## src/rtl/fetch_stage.sv

```systemverilog
// Instruction-fetch stage: owns the PC, issues one bus request at a time and
// feeds decode through a registered f_* interface backed by a one-entry skid buffer.
module fetch_stage #(
    parameter logic [63:0] RESET_PC = 64'h8000_0000,
    parameter int unsigned PC_STEP  = 4
) (
    input  logic        clk,
    input  logic        reset,
    output logic        ireq_valid,
    output logic [63:0] ireq_addr,
    input  logic        iresp_ok,
    input  logic [31:0] iresp_data,
    input  logic        stall,
    input  logic        branch,
    input  logic [63:0] branch_target,
    output logic        f_valid,
    output logic [63:0] f_pc,
    output logic [31:0] f_instr
);

    typedef enum logic [1:0] {
        FETCH,
        SKID,
        DROP
    } state_t;

    state_t      state;
    logic [63:0] pc;
    logic [63:0] skid_pc_p0;
    logic [31:0] skid_instr_p0;

    logic advance;
    logic redirect;
    logic resp;
    logic skid_load;

    function automatic logic [63:0] pc_incr(input logic [63:0] p);
        return p + 64'(PC_STEP);
    endfunction

    assign advance   = !stall || !f_valid;
    assign redirect  = branch && f_valid && !stall;
    assign resp      = iresp_ok && ireq_valid;
    assign skid_load = (state == FETCH) && resp && !redirect && !advance;

    // Skid stage: captures a response that arrives while decode is stalled
    always_ff @(posedge clk) begin
        if (skid_load) begin
            skid_pc_p0    <= ireq_addr;
            skid_instr_p0 <= iresp_data;
        end
    end

    always_ff @(posedge clk or negedge reset) begin
        if (!reset) begin
            state      <= FETCH;
            pc         <= RESET_PC;
            ireq_valid <= 1'b0;
            ireq_addr  <= 64'd0;
            f_valid    <= 1'b0;
            f_pc       <= 64'd0;
            f_instr    <= 32'd0;
        end else begin
            case (state)
                FETCH: begin
                    if (redirect) begin
                        pc      <= branch_target;
                        f_valid <= 1'b0;
                        // An in-flight request must complete before the bus may move on
                        if (ireq_valid && !iresp_ok) begin
                            state <= DROP;
                        end else begin
                            ireq_valid <= 1'b1;
                            ireq_addr  <= branch_target;
                        end
                    end else if (resp) begin
                        pc <= pc_incr(pc);
                        if (advance) begin
                            f_valid   <= 1'b1;
                            f_pc      <= ireq_addr;
                            f_instr   <= iresp_data;
                            ireq_addr <= pc_incr(pc);
                        end else begin
                            state      <= SKID;
                            ireq_valid <= 1'b0;
                        end
                    end else begin
                        if (advance) begin
                            f_valid <= 1'b0;
                        end
                        ireq_valid <= 1'b1;
                        ireq_addr  <= pc;
                    end
                end
                SKID: begin
                    if (redirect) begin
                        pc         <= branch_target;
                        f_valid    <= 1'b0;
                        state      <= FETCH;
                        ireq_valid <= 1'b1;
                        ireq_addr  <= branch_target;
                    end else if (advance) begin
                        f_valid    <= 1'b1;
                        f_pc       <= skid_pc_p0;
                        f_instr    <= skid_instr_p0;
                        state      <= FETCH;
                        ireq_valid <= 1'b1;
                        ireq_addr  <= pc;
                    end
                end
                DROP: begin
                    f_valid <= 1'b0;
                    if (redirect) begin
                        pc <= branch_target;
                    end
                    if (resp) begin
                        state     <= FETCH;
                        ireq_addr <= redirect ? branch_target : pc;
                    end
                end
                default: begin
                    state <= FETCH;
                end
            endcase
        end
    end

endmodule

```

## config.mk

```make
export PLATFORM = sky130hd
export DESIGN_NAME = fetch_stage
export DESIGN_NICKNAME = d
export VERILOG_FILES = /design/src/rtl/fetch_stage.sv
export SDC_FILE = /design/constraint.sdc
export NUM_CORES = 1
export LEC_CHECK = 0
export ABC_AREA = 1
export CORE_ASPECT_RATIO = 0.7
export CORE_MARGIN = 2
export CORE_UTILIZATION = 58
export DETAILED_ROUTE_END_ITERATION = 10
export PLACE_DENSITY = 0.94
export SLEW_MARGIN = 30
export SYNTH_ARGS = -nofsm -noshare
export SYNTH_HDL_FRONTEND = slang
export SYNTH_SLANG_ARGS = --single-unit
export TNS_END_PERCENT = 20
```

## constraint.sdc

```tcl
create_clock -name clk -period 18.1 [get_ports clk]
set_input_delay 5.43 -clock clk [delete_from_list [all_inputs] [get_ports clk]]
set_output_delay 5.43 -clock clk [all_outputs]
set_load 0.02 [all_outputs]
```

### Yosys cells after proc, flatten, opt, wreduce, memory -nomap -nowiden

Cells that the tools add are included.

| word-level totals | value |
|---|---|
| input bits | 101 |
| word-level logic and storage cells | 95 |
| bits in registers | 324 |
| output and inout bits | 162 |

| operators by class | value |
|---|---|
| eq/ne operators | 16 |
| add/subtract/negate cells | 1 |
| reductions and logical operators | 24 |
| muxes and demuxes | 45 |

Operator list:

| cell | count |
|---|---|
| two-way mux 64 bit | 15 |
| one-hot mux 64 bit (2 select lines) | 2 |
| one-hot mux 64 bit (3 select lines) | 1 |
| two-way mux 32 bit | 5 |
| adder 64 x 3 -> 64 bit (second input constant) | 1 |
| one-hot mux 32 bit (2 select lines) | 1 |
| two-way mux 2 bit | 7 |
| != test 2 bit (second input constant) | 6 |
| != test 3 bit (second input constant) | 4 |
| != test 4 bit (second input constant) | 3 |
| two-way mux 1 bit | 11 |
| AND reduction 5 bit | 2 |
| logical AND 1 bit | 7 |
| one-hot mux 2 bit (3 select lines) | 1 |
| AND reduction 6 bit | 1 |
| logical NOT 1 bit | 5 |
| AND reduction 2 bit | 2 |
| AND reduction 4 bit | 1 |
| nonzero test 2 bit | 2 |
| != test 3 x 2 -> 1 bit (second input constant) | 1 |
| one-hot mux 1 bit (3 select lines) | 1 |
| nonzero test 3 bit | 1 |
| == test 2 x 1 -> 1 bit (second input constant) | 1 |
| == test 2 bit (second input constant) | 1 |
| other kinds (4) | 4 |

### Longest topological paths before layout

Gate-level depths: netlist (run 1).

| logic depth | value |
|---|---|
| depth after elaboration | 6 |
| mapped depth | 13 |

### Worst setup path before layout (run 1)

No wires, ideal clock.

| timing | value |
|---|---|
| kind | input to register |
| from | input iresp_ok |
| to | register ireq_addr[33] |
| setup slack | 7635 ps |
| required time | 17975 ps |
| stages on the path | 9 |
| data arrival time | 10341 ps |
| cells stage by stage | nand2_1 nor3_2 nor2_1 nand3_2 inv_2 buf_6 buf_4 or2_1 a21boi_1 |

| on the way | value |
|---|---|
| word-level cells in the longest chain between the ends | 4 |
| elaborated cells on any way between the ends | 10 |

Ends and longest elaborated chain:

| element | line | RTL |
|---|---|---|
| start: declaration | 11 | `input logic iresp_ok,` |
| logical AND 1 bit or logical NOT 1 bit (tied branches) | 43, 70 |  |
| two-way mux 64 bit or logical AND 1 bit (tied branches) | 76, 70 |  |
| two-way mux 64 bit or != test 3 bit (tied branches) | n/a |  |
| one-hot mux 64 bit (3 select lines) or AND reduction 5 bit (tied branches) | n/a |  |
| end signal: assignment | 74 | `ireq_addr <= branch_target;` |
| end signal: assignment | 82 | `ireq_addr <= pc_incr(pc);` |
| end signal: assignment | 92 | `ireq_addr <= pc;` |
| end: declaration | 10 | `output logic [63:0] ireq_addr,` |

Parallel ways exist; a longest one is shown, timed or not.
A chain may end at the register's enable or synchronous reset.

### Worst setup path after layout (run 1)

| timing | value |
|---|---|
| from | input stall |
| to | register pc[62] |

| on the way | value |
|---|---|
| word-level cells in the longest chain between the ends | 4 |
| elaborated cells on any way between the ends | 7 |

Ends and longest elaborated chain:

| element | line | RTL |
|---|---|---|
| start: declaration | 13 | `input logic stall,` |
| logical NOT 1 bit * | 42 | `assign redirect = branch && f_valid && !stall;` |
| logical AND 1 bit * | 42 |  |
| two-way mux 64 bit, or another cell as far along | n/a |  |
| one-hot mux 64 bit (2 select lines) or AND reduction 2 bit (tied branches) | n/a |  |
| end signal: assignment | 67 | `pc <= branch_target;` |
| end signal: assignment | 77 | `pc <= pc_incr(pc);` |
| end signal: assignment | 97 | `pc <= branch_target;` |
| end: declaration | 28 | `logic [63:0] pc;` |

Mark *: on every way between the ends. The rest lies on a longest branch, timed or not.

==> qor.tcl, run 1 <==
set qor(seq_cells_post_synth) 324
set qor(gr-max-usage-layer) {met2}
set qor(viasPerCell) 5.97
set qor(groute.usage.overall) 0.365
set qor(yosysWarnings) 0
set qor(hold_fix_buffers_at_cts) 0
set qor(setup-tns-final_ns) 0
set qor(drt_first_pass_iters) 6
set qor(slew_headroom) 0.338
set qor(worstHoldPathType) {register to register}
set qor(post-place-cells) 2578
set qor(slew_at_the_pin_closest_to_its_max_slew_limit_ns) 0.992
set qor(deepest_level_of_the_cts_h_tree) 1
set qor(synth_enable_flop_cells) 96
set qor(power_density_mw_per_mm2) 212
set qor(top_level_ports) 263
set qor(max_freq_mhz) 113
set qor(category_of_the_critical_setup_timing_path) {input pin to register}
set qor(skew_pair_late_insertion_delay_ns) 0.60
set qor(hold-path-endpoint) {skid_pc_p0[41]$_DFFE_PP_}
set qor(design.die.area_mm2) 0.0296
set qor(power_leakage_uw) 0.00848
set qor(fin_cells) 2636
set qor(switching_power_uw) 1990
set qor(core_area_mm2) 0.0278
set qor(final_period_minus_worst_setup_slack_ns) 8.82
set qor(ctsResizeCount) 0
set qor(reg2reg_setup_slack_ns) 13.74
set qor(rows) 51
set qor(place.gp.congestion) 0.998
set qor(synth_nets) 2141
set qor(reg2reg_to) {pc[62]$_DFFE_PN0P_}
set qor(drive_above_1_share) 0.0481
set qor(syn-cell-area_mm2) 0.0164
set qor(hold_violations) 0
set qor(timing.critical_path.to_type) {register}
set qor(clock_tree_from_tritoncts) {built}
set qor(finalHoldWorstSlack_ns) 0.516
set qor(worst_ir_drop_on_vdd_mv) 0.151
set qor(run_status) {finished, final reports clean}
set qor(maxCapViolations) 0
set qor(postLayoutCellArea_mm2) 0.0203
set qor(post_dp_cell_area_mm2) 0.0192
set qor(clock-sinks) 324
set qor(detail_route.drc_violations) 0
set qor(routed_wire_length_per_instance_um) 20.4
set qor(power.sequential.fraction) 0.323
set qor(initialDrtViolationCount) 1951
set qor(clk_path_buf_depth) 3
set qor(ys_async_rst_share) 0.704
set qor(worst_r2r_startpoint) {state[0]$_DFFE_PN0P_}
set qor(crit_path_max_fanout) 66
set qor(launching_element_type_of_the_critical_path) {input pin}
set qor(final.period_utilization) 0.487
set qor(initial_util) 0.590
set qor(hold_depth) 0
set qor(worst_hold_startpoint) {ireq_addr[41]$_DFFE_PN0P_}
set qor(fillCellCount) 1957
set qor(cts-root-buf) {sky130_fd_sc_hd__clkbuf_16}
set qor(postCtsSetupRepairBufs) 0
set qor(met1_usage) 0.510
set qor(postRouteWirelength_um) 53800
set qor(chipWidth_um) 205
set qor(power_switching_share) 0.463
set qor(num-nets-final) 2346
set qor(register_area_share_after_synthesis) 0.525
set qor(worst_r2r_path_depth) 11
set qor(globalRouteMet2Util) 0.562
set qor(place.port_buffers) 262
set qor(synth.avg_cell_area_um2) 8.04
set qor(gr-total-overflow) 0
set qor(antenna_violations_before_repair) 1
set qor(via_count_of_the_first_global_routing_pass) 15200
set qor(arrival_ns) 9.34
set qor(p_comb_frac) 0.516
set qor(worst-endpoint-required_ns) 18.62
set qor(final_setup_viols) 0
set qor(slew_viol_final) 0
set qor(synthCells) 2035
set qor(clock_skew_ns) 0.0117
set qor(die-height_um) 145
set qor(synth.distinct_cells) 48
set qor(grt_setup_unrepaired) {no}
set qor(internal_power_uw) 2310
set qor(grt_start_max_net_pins) 119
set qor(n_antenna_cell) 0
set qor(cts_inserted_buffers) 31
set qor(area.growth.synth_to_final_pct) 23.7
set qor(global_route.usage.met3) 0.0973
set qor(postLayoutCoreUtil) 0.730
set qor(total_number_of_vias) 15700
set qor(ant_nets) 0
set qor(worst_path_clk_slew_ns) 0.07
set qor(clockPowerShare) 0.161
set qor(post-dp-hpwl_um) 35800
set qor(wire_length_of_the_first_global_routing_pass_um) 83700
set qor(dominantRegCellSynth) {sky130_fd_sc_hd__dfrtp_1}
per-stage QoR:
step           total power, uW  worst slack [ns]
3_3_place_gp              3430              8.93
2_1_floorplan             2710              7.63
4_1_cts                   4270              9.44
5_1_grt                   4560              9.09
3_5_place_dp              3540              8.84
6_report                  4300              9.28
layout by cell type, fill, tap and decap left out, drive strengths merged, types with 21 or more instances in the layout:
cell type	n
a2bb2oi	21
nor3	75
a21oi	67
o21ai	47
edfxtp	96
nor2	413
dfrtp	227
nand2	577
clkdlybuf4s50	261
or2	32
clkbuf	40
inv	100
a21boi	29
a31oi	105
nand3	54
per-layer routing:
layer / vias up / routed length, um
li1: 7117 / -
met1: 7496 / 21900
met2: 992 / 23900
met3: 137 / 6400
met4: 0 / 1560
met5: - / 0
worst max-delay path: stages:
cell and delay [ns]:
sky130_fd_sc_hd__clkdlybuf4s50_1 0.53, sky130_fd_sc_hd__nor2_4 0.05, sky130_fd_sc_hd__buf_4 0.30, sky130_fd_sc_hd__inv_2 0.78
sky130_fd_sc_hd__nand2_1 0.23, sky130_fd_sc_hd__nand2_2 0.11, sky130_fd_sc_hd__buf_4 0.62, sky130_fd_sc_hd__inv_2 0.42
sky130_fd_sc_hd__buf_4 0.39, sky130_fd_sc_hd__nand2_1 0.11, sky130_fd_sc_hd__a31oi_1 0.05, sky130_fd_sc_hd__a21oi_1 0.21
sequential cells by signal, summed over array words and instances, names as in the netlist:
signal / count
f_instr: 32
skid_pc_p0: 64
state: 2
ireq_addr: 64
skid_instr_p0: 32
pc: 64
f_valid: 1
ireq_valid: 1
f_pc: 64
cells in the mapped netlist (3+ instances only):
| cell type | n | area, um^2 |
|---|---|---|
| sky130_fd_sc_hd__ha_1 | 5 | 62.6 |
| sky130_fd_sc_hd__xor2_1 | 13 | 114 |
| sky130_fd_sc_hd__xnor2_1 | 18 | 158 |
| sky130_fd_sc_hd__nand4_1 | 12 | 75.1 |
| sky130_fd_sc_hd__clkbuf_1 | 66 | 248 |
| sky130_fd_sc_hd__edfxtp_1 | 96 | 2880 |
| sky130_fd_sc_hd__nor2_1 | 408 | 1530 |
| sky130_fd_sc_hd__a31oi_1 | 105 | 657 |
| sky130_fd_sc_hd__buf_2 | 30 | 150 |
| sky130_fd_sc_hd__a21boi_0 | 10 | 75.1 |
| sky130_fd_sc_hd__inv_2 | 6 | 22.5 |
| sky130_fd_sc_hd__nand3b_1 | 4 | 30.0 |
| sky130_fd_sc_hd__dfrtp_1 | 227 | 5680 |
| sky130_fd_sc_hd__a2bb2oi_1 | 21 | 184 |
| sky130_fd_sc_hd__or2_2 | 18 | 113 |
| sky130_fd_sc_hd__or2_0 | 7 | 43.8 |
| sky130_fd_sc_hd__inv_1 | 90 | 338 |
| sky130_fd_sc_hd__o21bai_1 | 9 | 67.6 |
| sky130_fd_sc_hd__o31ai_1 | 4 | 30.0 |
| sky130_fd_sc_hd__a21oi_1 | 67 | 335 |
| sky130_fd_sc_hd__nor3_1 | 74 | 370 |
| sky130_fd_sc_hd__nand2_1 | 576 | 2160 |
| sky130_fd_sc_hd__nand3_1 | 53 | 265 |
| sky130_fd_sc_hd__o21ai_0 | 47 | 235 |
| sky130_fd_sc_hd__a22oi_1 | 9 | 67.6 |
| sky130_fd_sc_hd__buf_1 | 6 | 22.5 |
| sky130_fd_sc_hd__or2_1 | 7 | 43.8 |
| sky130_fd_sc_hd__a21boi_1 | 19 | 143 |
| sky130_fd_sc_hd__nor2_4 | 3 | 33.8 |
cell type report:
| class | instances | area [um^2] | area share |
|---|---|---|---|
| Sequential cell | 324 | 8590 | 0.424 |
| Tap cell | 371 | 464 | 0.0229 |
| Inverter | 97 | 368 | 0.0182 |
| Clock inverter | 18 | 233 | 0.0115 |
| Timing Repair Buffer | 278 | 2760 | 0.136 |
| Multi-Input combinational cell | 1508 | 7000 | 0.346 |
| Clock buffer | 40 | 840 | 0.0415 |
kinds of logic (layout without fill, tap and decap cells):
family	Yosys count	after routing	share of synthesized area
mux	2	2	0.00122
simple gates	1168	1168	0.288
flops	324	324	0.525
xor+xnor	31	31	0.0166
buf+inv	203	433	0.0502
fa+ha+maj	5	5	0.00382
compound gates	302	302	0.115
worst max path at each step:
stage	start	end	slack, ns	cells past startpoint
6_report	stall	pc[62]$_DFFE_PN0P_	9.28	12
3_3_place_gp	stall	pc[63]$_DFFE_PN0P_	8.93	12
5_1_grt	stall	pc[62]$_DFFE_PN0P_	9.09	12
3_5_place_dp	stall	pc[55]$_DFFE_PN0P_	8.84	12
4_1_cts	stall	pc[45]$_DFFE_PN0P_	9.44	12
2_1_floorplan	iresp_ok	ireq_addr[33]$_DFFE_PN0P_	7.63	9
power by group through the flow:
stage | clock [uW] | sequential, uW | combinational, uW
after detailed placement | 0 | 1380 | 2160
after CTS | 693 | 1380 | 2200
final | 692 | 1390 | 2220
after floorplan | 0 | 1510 | 1200
after global placement | 0 | 1370 | 2060
after global routing | 726 | 1420 | 2420
Power figures use the tool's default switching activity.
==> run 2: changes to the inputs <==
--- a/config.mk
+++ b/config.mk
@@ -8,9 +8,9 @@
 export ABC_AREA = 1
 export CORE_ASPECT_RATIO = 0.7
 export CORE_MARGIN = 2
-export CORE_UTILIZATION = 58
+export CORE_UTILIZATION = 54
 export DETAILED_ROUTE_END_ITERATION = 10
-export PLACE_DENSITY = 0.94
+export PLACE_DENSITY = 0.88
 export SLEW_MARGIN = 30
 export SYNTH_ARGS = -nofsm -noshare
 export SYNTH_HDL_FRONTEND = slang
==> constraint.sdc (replaced) <==
create_clock -name clk -period 8.2 [get_ports clk]
set_input_delay 2.46 -clock clk [delete_from_list [all_inputs] [get_ports clk]]
set_output_delay 2.46 -clock clk [all_outputs]
set_load 0.02 [all_outputs]
==> qor.tcl, run 2 (synthesized netlist as in run 1, its figures left out) <==
set qor(hold_fix_buffers_at_cts) 0 ;# unchanged
set qor(worst_hold_startpoint) {pc[0]$_DFFE_PN0P_} ;# was ireq_addr[41]$_DFFE_PN0P_
set qor(hold_violations) 0 ;# unchanged
set qor(routed_wire_length_per_instance_um) 19.9 ;# was 20.4 um
set qor(crit_path_max_fanout) 66 ;# unchanged
set qor(clk_path_buf_depth) 3 ;# unchanged
set qor(most_frequent_standard_cell_in_the_layout_excluding_fill_and_tap_cells) {sky130_fd_sc_hd__nand2_1} ;# unchanged
set qor(postLayoutCellArea_mm2) 0.0204 ;# was 0.0203 mm^2
set qor(cts-root-buf) {sky130_fd_sc_hd__clkbuf_16} ;# unchanged
set qor(ctsResizeCount) 0 ;# unchanged
set qor(worstHoldPathType) {register to register} ;# unchanged
set qor(deepest_level_of_the_cts_h_tree) 2 ;# was 1
set qor(groute.usage.overall) 0.333 ;# was 0.365
set qor(via_count_of_the_first_global_routing_pass) 14600 ;# was 15,200
set qor(num-nets-final) 2351 ;# was 2,346
set qor(viasPerCell) 5.84 ;# was 5.97
set qor(initial_util) 0.547 ;# was 0.590
set qor(grt_start_max_net_pins) 119 ;# unchanged
set qor(worst_r2r_startpoint) {state[0]$_DFFE_PN0P_} ;# unchanged
set qor(post-dp-hpwl_um) 35200 ;# was 35,800 um
set qor(postCtsSetupRepairBufs) 0 ;# unchanged
set qor(die-height_um) 150 ;# was 145 um
set qor(postRouteWirelength_um) 53400 ;# was 53,800 um
set qor(power_leakage_uw) 0.00855 ;# was 0.00848 uW
set qor(launching_element_type_of_the_critical_path) {input pin} ;# unchanged
set qor(slew_headroom) 0.374 ;# was 0.338
set qor(gr-total-overflow) 0 ;# unchanged
set qor(grt_setup_unrepaired) {no} ;# unchanged
set qor(drive_above_1_share) 0.0489 ;# was 0.0481
set qor(final_period_minus_worst_setup_slack_ns) 5.28
set qor(clock_tree_from_tritoncts) {built} ;# unchanged
set qor(initialDrtViolationCount) 2078 ;# was 1,951
set qor(max_freq_mhz) 189
set qor(place.gp.congestion) 0.956 ;# was 0.998
set qor(rows) 53 ;# was 51
set qor(final.period_utilization) 0.644
set qor(clock_skew_ns) 0.0298 ;# was 0.0117 ns
set qor(post_dp_cell_area_mm2) 0.0192 ;# about the same
set qor(design.die.area_mm2) 0.0317 ;# was 0.0296 mm^2
set qor(arrival_ns) 5.70 ;# was 9.34 ns
set qor(antenna_violations_before_repair) 0 ;# was 1
set qor(startpoint) {branch} ;# was stall
set qor(run_status) {finished, final reports clean} ;# unchanged
set qor(top_level_ports) 263 ;# unchanged
set qor(timing.critical_path.to_type) {register} ;# unchanged
set qor(layout.cells.most_common_list) {sky130_fd_sc_hd__nand2_1 (575), sky130_fd_sc_hd__nor2_1 (407), sky130_fd_sc_hd__clkdlybuf4s50_1 (261)} ;# unchanged
set qor(setup-tns-final_ns) 0 ;# unchanged
set qor(wire_length_of_the_first_global_routing_pass_um) 81800 ;# was 83,700 um
set qor(area.growth.synth_to_final_pct) 24.8 ;# was 23.7%
set qor(slew_viol_final) 0 ;# unchanged
set qor(worst-endpoint-required_ns) 8.62 ;# was 18.62 ns
set qor(detail_route.drc_violations) 0 ;# unchanged
set qor(chipWidth_um) 212 ;# was 205 um
set qor(n_antenna_cell) 0 ;# unchanged
set qor(power_density_mw_per_mm2) 469 ;# was 212 mW/mm^2
set qor(core_area_mm2) 0.0299 ;# was 0.0278 mm^2
set qor(skew_pair_late_insertion_delay_ns) 0.55 ;# was 0.60 ns
set qor(cts_inserted_buffers) 34 ;# was 31
set qor(clock-sinks) 324 ;# unchanged
set qor(category_of_the_critical_setup_timing_path) {input pin to register} ;# unchanged
set qor(place.port_buffers) 262 ;# unchanged
set qor(slew_at_the_pin_closest_to_its_max_slew_limit_ns) 0.940 ;# was 0.992 ns
set qor(ant_nets) 0 ;# unchanged
set qor(worst_ir_drop_on_vdd_mv) 0.360 ;# was 0.151 mV
set qor(drt_first_pass_iters) 6 ;# unchanged
set qor(worst_path_clk_slew_ns) 0.07 ;# about the same
set qor(maxCapViolations) 0 ;# unchanged
set qor(final_setup_viols) 0 ;# unchanged
set qor(fillCellCount) 2291 ;# was 1,957
set qor(total_number_of_vias) 15700 ;# about the same
run 2: cell count changes in the layout (fill, tap and decap cells not counted), sizes merged:
| cell | previous run | this run |
|---|---|---|
| clkinv | 9 | 13 |
| inv | 100 | 98 |
| bufinv | 4 | 6 |
| clkbuf | 40 | 42 |
| buf | 17 | 19 |
| clkinvlp | 2 | 0 |
run 2: stage by stage:
stage | utilization | hold slack [ns] | total power (uW) | cells | setup WS, ns
6_report | 0.683 | 0.500 | 9580 | 2683 | 2.92
5_1_grt | 0.683 | 0.523 | 10200 | 2683 | 2.73
4_1_cts | 0.682 | 0.502 | 9520 | 2682 | 3.01
3_5_place_dp | 0.643 | 0.488 | 7830 | 2620 | 2.49
3_3_place_gp | 0.643 | 0.468 | 7620 | 2620 | 2.59
2_1_floorplan | - | 0.452 | 5990 | 2035 | 0.705
run 2: final cells by class:
cell class	instances	area, um^2	share of cell area
Sequential cell	324	8590	0.420
Multi-Input combinational cell	1508	7000	0.343
Timing Repair Buffer	280	2790	0.137
Clock buffer	42	881	0.0431
Tap cell	412	515	0.0252
Inverter	97	369	0.0181
Clock inverter	20	280	0.0137
run 2: worst max-delay path, cell delays in order:
cell                              delay [ns]
sky130_fd_sc_hd__clkdlybuf4s50_1        0.47
sky130_fd_sc_hd__nand2_1                0.09
sky130_fd_sc_hd__nor2_4                 0.11
sky130_fd_sc_hd__buf_4                  0.47
sky130_fd_sc_hd__inv_2                  0.07
sky130_fd_sc_hd__nand2_1                0.13
sky130_fd_sc_hd__nand2_2                0.05
sky130_fd_sc_hd__buf_4                  0.37
sky130_fd_sc_hd__inv_2                  0.60
sky130_fd_sc_hd__buf_4                  0.48
sky130_fd_sc_hd__nand2_1                0.09
sky130_fd_sc_hd__a31oi_1                0.16
sky130_fd_sc_hd__a21oi_1                0.09
run 2: per-layer routing:
layer | GRT usage | routed length (um)
met1 | 0.491 | 23000
met2 | 0.500 | 23500
met3 | 0.0772 | 5870
met4 | 0.0754 | 1010
met5 | 0 | 0
run 2: final timing paths:
kind / to / slack, ns / cells after the start
min in group asynchronous: f_pc[37]$_DFFE_PN0P_ / 1.95 / 1
max in group asynchronous: pc[17]$_DFFE_PN0P_ / 5.05 / 2
min reg2reg: pc[0]$_DFFE_PN0P_ / 0.50 / 2
min: pc[0]$_DFFE_PN0P_ / 0.50 / 2
max: pc[51]$_DFFE_PN0P_ / 2.92 / 13
max reg2reg: pc[51]$_DFFE_PN0P_ / 3.49 / 11
run 2: power by group:
| group | switching [uW] | internal, uW | leakage, uW |
|---|---|---|---|
| registers | 677 | 2380 | 0.00345 |
| logic | 3020 | 1860 | 0.00453 |
| clock network | 683 | 966 | 0.000570 |
| total | 4380 | 5210 | 0.00855 |
==> run 3: changes to the inputs <==
--- a/config.mk
+++ b/config.mk
@@ -8,9 +8,9 @@
 export ABC_AREA = 1
 export CORE_ASPECT_RATIO = 0.7
 export CORE_MARGIN = 2
-export CORE_UTILIZATION = 54
+export CORE_UTILIZATION = 49
 export DETAILED_ROUTE_END_ITERATION = 10
-export PLACE_DENSITY = 0.88
+export PLACE_DENSITY = 0.85
 export SLEW_MARGIN = 30
 export SYNTH_ARGS = -nofsm -noshare
 export SYNTH_HDL_FRONTEND = slang
==> constraint.sdc (replaced) <==
create_clock -name clk -period 4.79 [get_ports clk]
set_input_delay 1.437 -clock clk [delete_from_list [all_inputs] [get_ports clk]]
set_output_delay 1.437 -clock clk [all_outputs]
set_load 0.02 [all_outputs]
==> qor.tcl, run 3 (synthesized netlist as in run 1, its figures left out) <==
set qor(ant_nets) 0 ;# unchanged
set qor(clock_skew_ns) 0.0333 ;# was 0.0298 ns
set qor(layout.cells.most_common_list) {sky130_fd_sc_hd__nand2_1 (573), sky130_fd_sc_hd__nor2_1 (407), sky130_fd_sc_hd__clkdlybuf4s50_1 (261)} ;# was sky130_fd_sc_hd__nand2_1 (575), sky130_fd_sc_hd__nor2_1 (407), sky130_fd_sc_hd__clkdlybuf4s50_1 (261)
set qor(category_of_the_critical_setup_timing_path) {input pin to register} ;# unchanged
set qor(deepest_level_of_the_cts_h_tree) 2 ;# unchanged
set qor(postCtsSetupRepairBufs) 0 ;# unchanged
set qor(place.port_buffers) 262 ;# unchanged
set qor(dpl_worst_slack_ns) 0.706 ;# was 2.49 ns
set qor(worst-endpoint-required_ns) 5.23 ;# was 8.62 ns
set qor(timing.final.ws_setup_ns) 1.17 ;# was 2.92 ns
set qor(launching_element_type_of_the_critical_path) {input pin} ;# unchanged
set qor(postLayoutCoreUtil) 0.632 ;# was 0.683
set qor(worst_ir_drop_on_vdd_mv) 0.559 ;# was 0.360 mV
set qor(total_number_of_vias) 15600 ;# was 15,700
set qor(drt_first_pass_iters) 6 ;# unchanged
set qor(run_status) {finished, final reports clean} ;# unchanged
set qor(skew_pair_late_insertion_delay_ns) 0.54 ;# was 0.55 ns
set qor(worstHoldPathType) {register to register} ;# unchanged
set qor(slowest_stage) {sky130_fd_sc_hd__clkdlybuf4s50_1} ;# was sky130_fd_sc_hd__inv_2
set qor(cts-root-buf) {sky130_fd_sc_hd__clkbuf_16} ;# unchanged
set qor(timing.critical_path.to_type) {register} ;# unchanged
set qor(final_setup_viols) 0 ;# unchanged
set qor(worst_r2r_path_depth) 7 ;# was 11
set qor(postRouteWirelength_um) 52900 ;# was 53,400 um
set qor(hold_depth) 2 ;# unchanged
set qor(postLayoutCellArea_mm2) 0.0206 ;# was 0.0204 mm^2
set qor(hold-path-endpoint) {pc[1]$_DFFE_PN0P_} ;# was pc[0]$_DFFE_PN0P_
set qor(post-dp-hpwl_um) 36500 ;# was 35,200 um
set qor(final.period_utilization) 0.756
set qor(power_leakage_uw) 0.00862 ;# was 0.00855 uW
set qor(hold_fix_buffers_at_cts) 0 ;# unchanged
set qor(critPathMaxStageDelay_ns) 0.56 ;# was 0.60 ns
set qor(final_period_minus_worst_setup_slack_ns) 3.62
set qor(post_dp_cell_area_mm2) 0.0194 ;# was 0.0192 mm^2
set qor(core_area_mm2) 0.0326 ;# was 0.0299 mm^2
set qor(power_density_mw_per_mm2) 796 ;# was 469 mW/mm^2
set qor(arrival_ns) 4.06 ;# was 5.70 ns
set qor(grt_start_max_net_pins) 108 ;# was 119
set qor(viasPerCell) 5.75 ;# was 5.84
set qor(num-nets-final) 2360 ;# was 2,351
set qor(slew_at_the_pin_closest_to_its_max_slew_limit_ns) 0.845 ;# was 0.940 ns
set qor(cts_inserted_buffers) 34 ;# unchanged
set qor(detail_route.drc_violations) 0 ;# unchanged
set qor(top_level_ports) 263 ;# unchanged
set qor(drive_above_1_share) 0.0544 ;# was 0.0489
set qor(initialDrtViolationCount) 1952 ;# was 2,078
set qor(reg2reg_to) {pc[7]$_DFFE_PN0P_} ;# was pc[51]$_DFFE_PN0P_
set qor(routed_wire_length_per_instance_um) 19.5 ;# was 19.9 um
set qor(grt_setup_unrepaired) {no} ;# unchanged
set qor(via_count_of_the_first_global_routing_pass) 14700 ;# was 14,600
set qor(maxCapViolations) 0 ;# unchanged
set qor(most_frequent_standard_cell_in_the_layout_excluding_fill_and_tap_cells) {sky130_fd_sc_hd__nand2_1} ;# unchanged
set qor(hold_violations) 0 ;# unchanged
set qor(reg2reg_setup_slack_ns) 1.89 ;# was 3.49 ns
set qor(gr-total-overflow) 0 ;# unchanged
set qor(rows) 55 ;# was 53
set qor(ctsResizeCount) 0 ;# unchanged
set qor(wire_length_of_the_first_global_routing_pass_um) 82400 ;# was 81,800 um
set qor(chipWidth_um) 222 ;# was 212 um
set qor(n_antenna_cell) 0 ;# unchanged
set qor(worst_path_clk_slew_ns) 0.06 ;# was 0.07 ns
set qor(design.die.area_mm2) 0.0349 ;# was 0.0317 mm^2
set qor(crit_path_max_fanout) 27 ;# was 66
set qor(slew_headroom) 0.437 ;# was 0.374
set qor(place.gp.congestion) 0.936 ;# was 0.956
set qor(initial_util) 0.502 ;# was 0.547
set qor(max_freq_mhz) 276
set qor(clock_tree_from_tritoncts) {built} ;# unchanged
set qor(area.growth.synth_to_final_pct) 25.9 ;# was 24.8%
set qor(clk_path_buf_depth) 3 ;# unchanged
set qor(groute.usage.overall) 0.301 ;# was 0.333
set qor(worst_r2r_startpoint) {state[0]$_DFFE_PN0P_} ;# unchanged
set qor(worst_hold_startpoint) {pc[1]$_DFFE_PN0P_} ;# was pc[0]$_DFFE_PN0P_
set qor(die-height_um) 157 ;# was 150 um
set qor(antenna_violations_before_repair) 0 ;# unchanged
set qor(slew_viol_final) 0 ;# unchanged
set qor(clock-sinks) 324 ;# unchanged
set qor(timing.critical_path.cells) {clkdlybuf4s50_1 -> nor2_4 -> buf_4 -> inv_2 -> nand2_1 -> nand2_2 -> inv_2 -> buf_4 -> nor2_1 -> a41oi_1} ;# was clkdlybuf4s50_1 -> nand2_1 -> nor2_4 -> buf_4 -> inv_2 -> nand2_1 -> nand2_2 -> buf_4 -> inv_2 -> buf_4 -> nand2_1 -> a31oi_1 -> a21oi_1
set qor(setup-tns-final_ns) 0 ;# unchanged
## run 3: layer usage
metal,vias to the layer above,share of wire,track usage
met3,87,0.097,0.0706
met1,7480,0.44,0.438
met5,-,0,0
li1,7144,-,-
met2,845,0.44,0.462
met4,0,0.017,0.0642
## run 3: how the worst max path moves through the flow
stage / depth (start not counted) / start / endpoint / slack (ns)
after global placement: 10 / stall / pc[9]$_DFFE_PN0P_ / 0.89
final: 10 / stall / pc[9]$_DFFE_PN0P_ / 1.17
after global routing: 10 / stall / pc[9]$_DFFE_PN0P_ / 1.08
after CTS: 10 / stall / pc[9]$_DFFE_PN0P_ / 1.25
after detailed placement: 10 / stall / pc[9]$_DFFE_PN0P_ / 0.71
after floorplan: 9 / stall / ireq_addr[56]$_DFFE_PN0P_ / -0.11
## run 3: area by class of cell
cell class / instances / area, um^2
Fill cell: 2693 / 12000
Sequential cell: 324 / 8590
Multi-Input combinational cell: 1508 / 7020
Timing Repair Buffer: 289 / 2920
Clock buffer: 43 / 926
Tap cell: 427 / 534
Inverter: 97 / 365
Clock inverter: 19 / 254
## run 3: power by group
group / total, uW / leakage [uW] / switching, uW / internal (uW)
Sequential: 5210 / 0.00345 / 1130 / 4080
Clock: 2820 / 0.000575 / 1160 / 1660
Combinational: 8390 / 0.00460 / 5100 / 3280
Total: 16400 / 0.00862 / 7400 / 9020
## run 3: per-stage QoR
stage | std cells | hold WS (ns) | total power [uW]
6_report | 2707 | 0.492 | 16400
5_1_grt | 2707 | 0.523 | 17500
4_1_cts | 2707 | 0.499 | 16400
3_5_place_dp | 2645 | 0.480 | 13500
3_3_place_gp | 2645 | 0.469 | 13200
2_1_floorplan | 2035 | 0.452 | 10300
## run 3: critical path, delay by kind of cell
family / cells / cell delay (ns)
simple gates: 4 / 0.62
compound gates: 1 / 0.20
buf+inv: 5 / 1.79
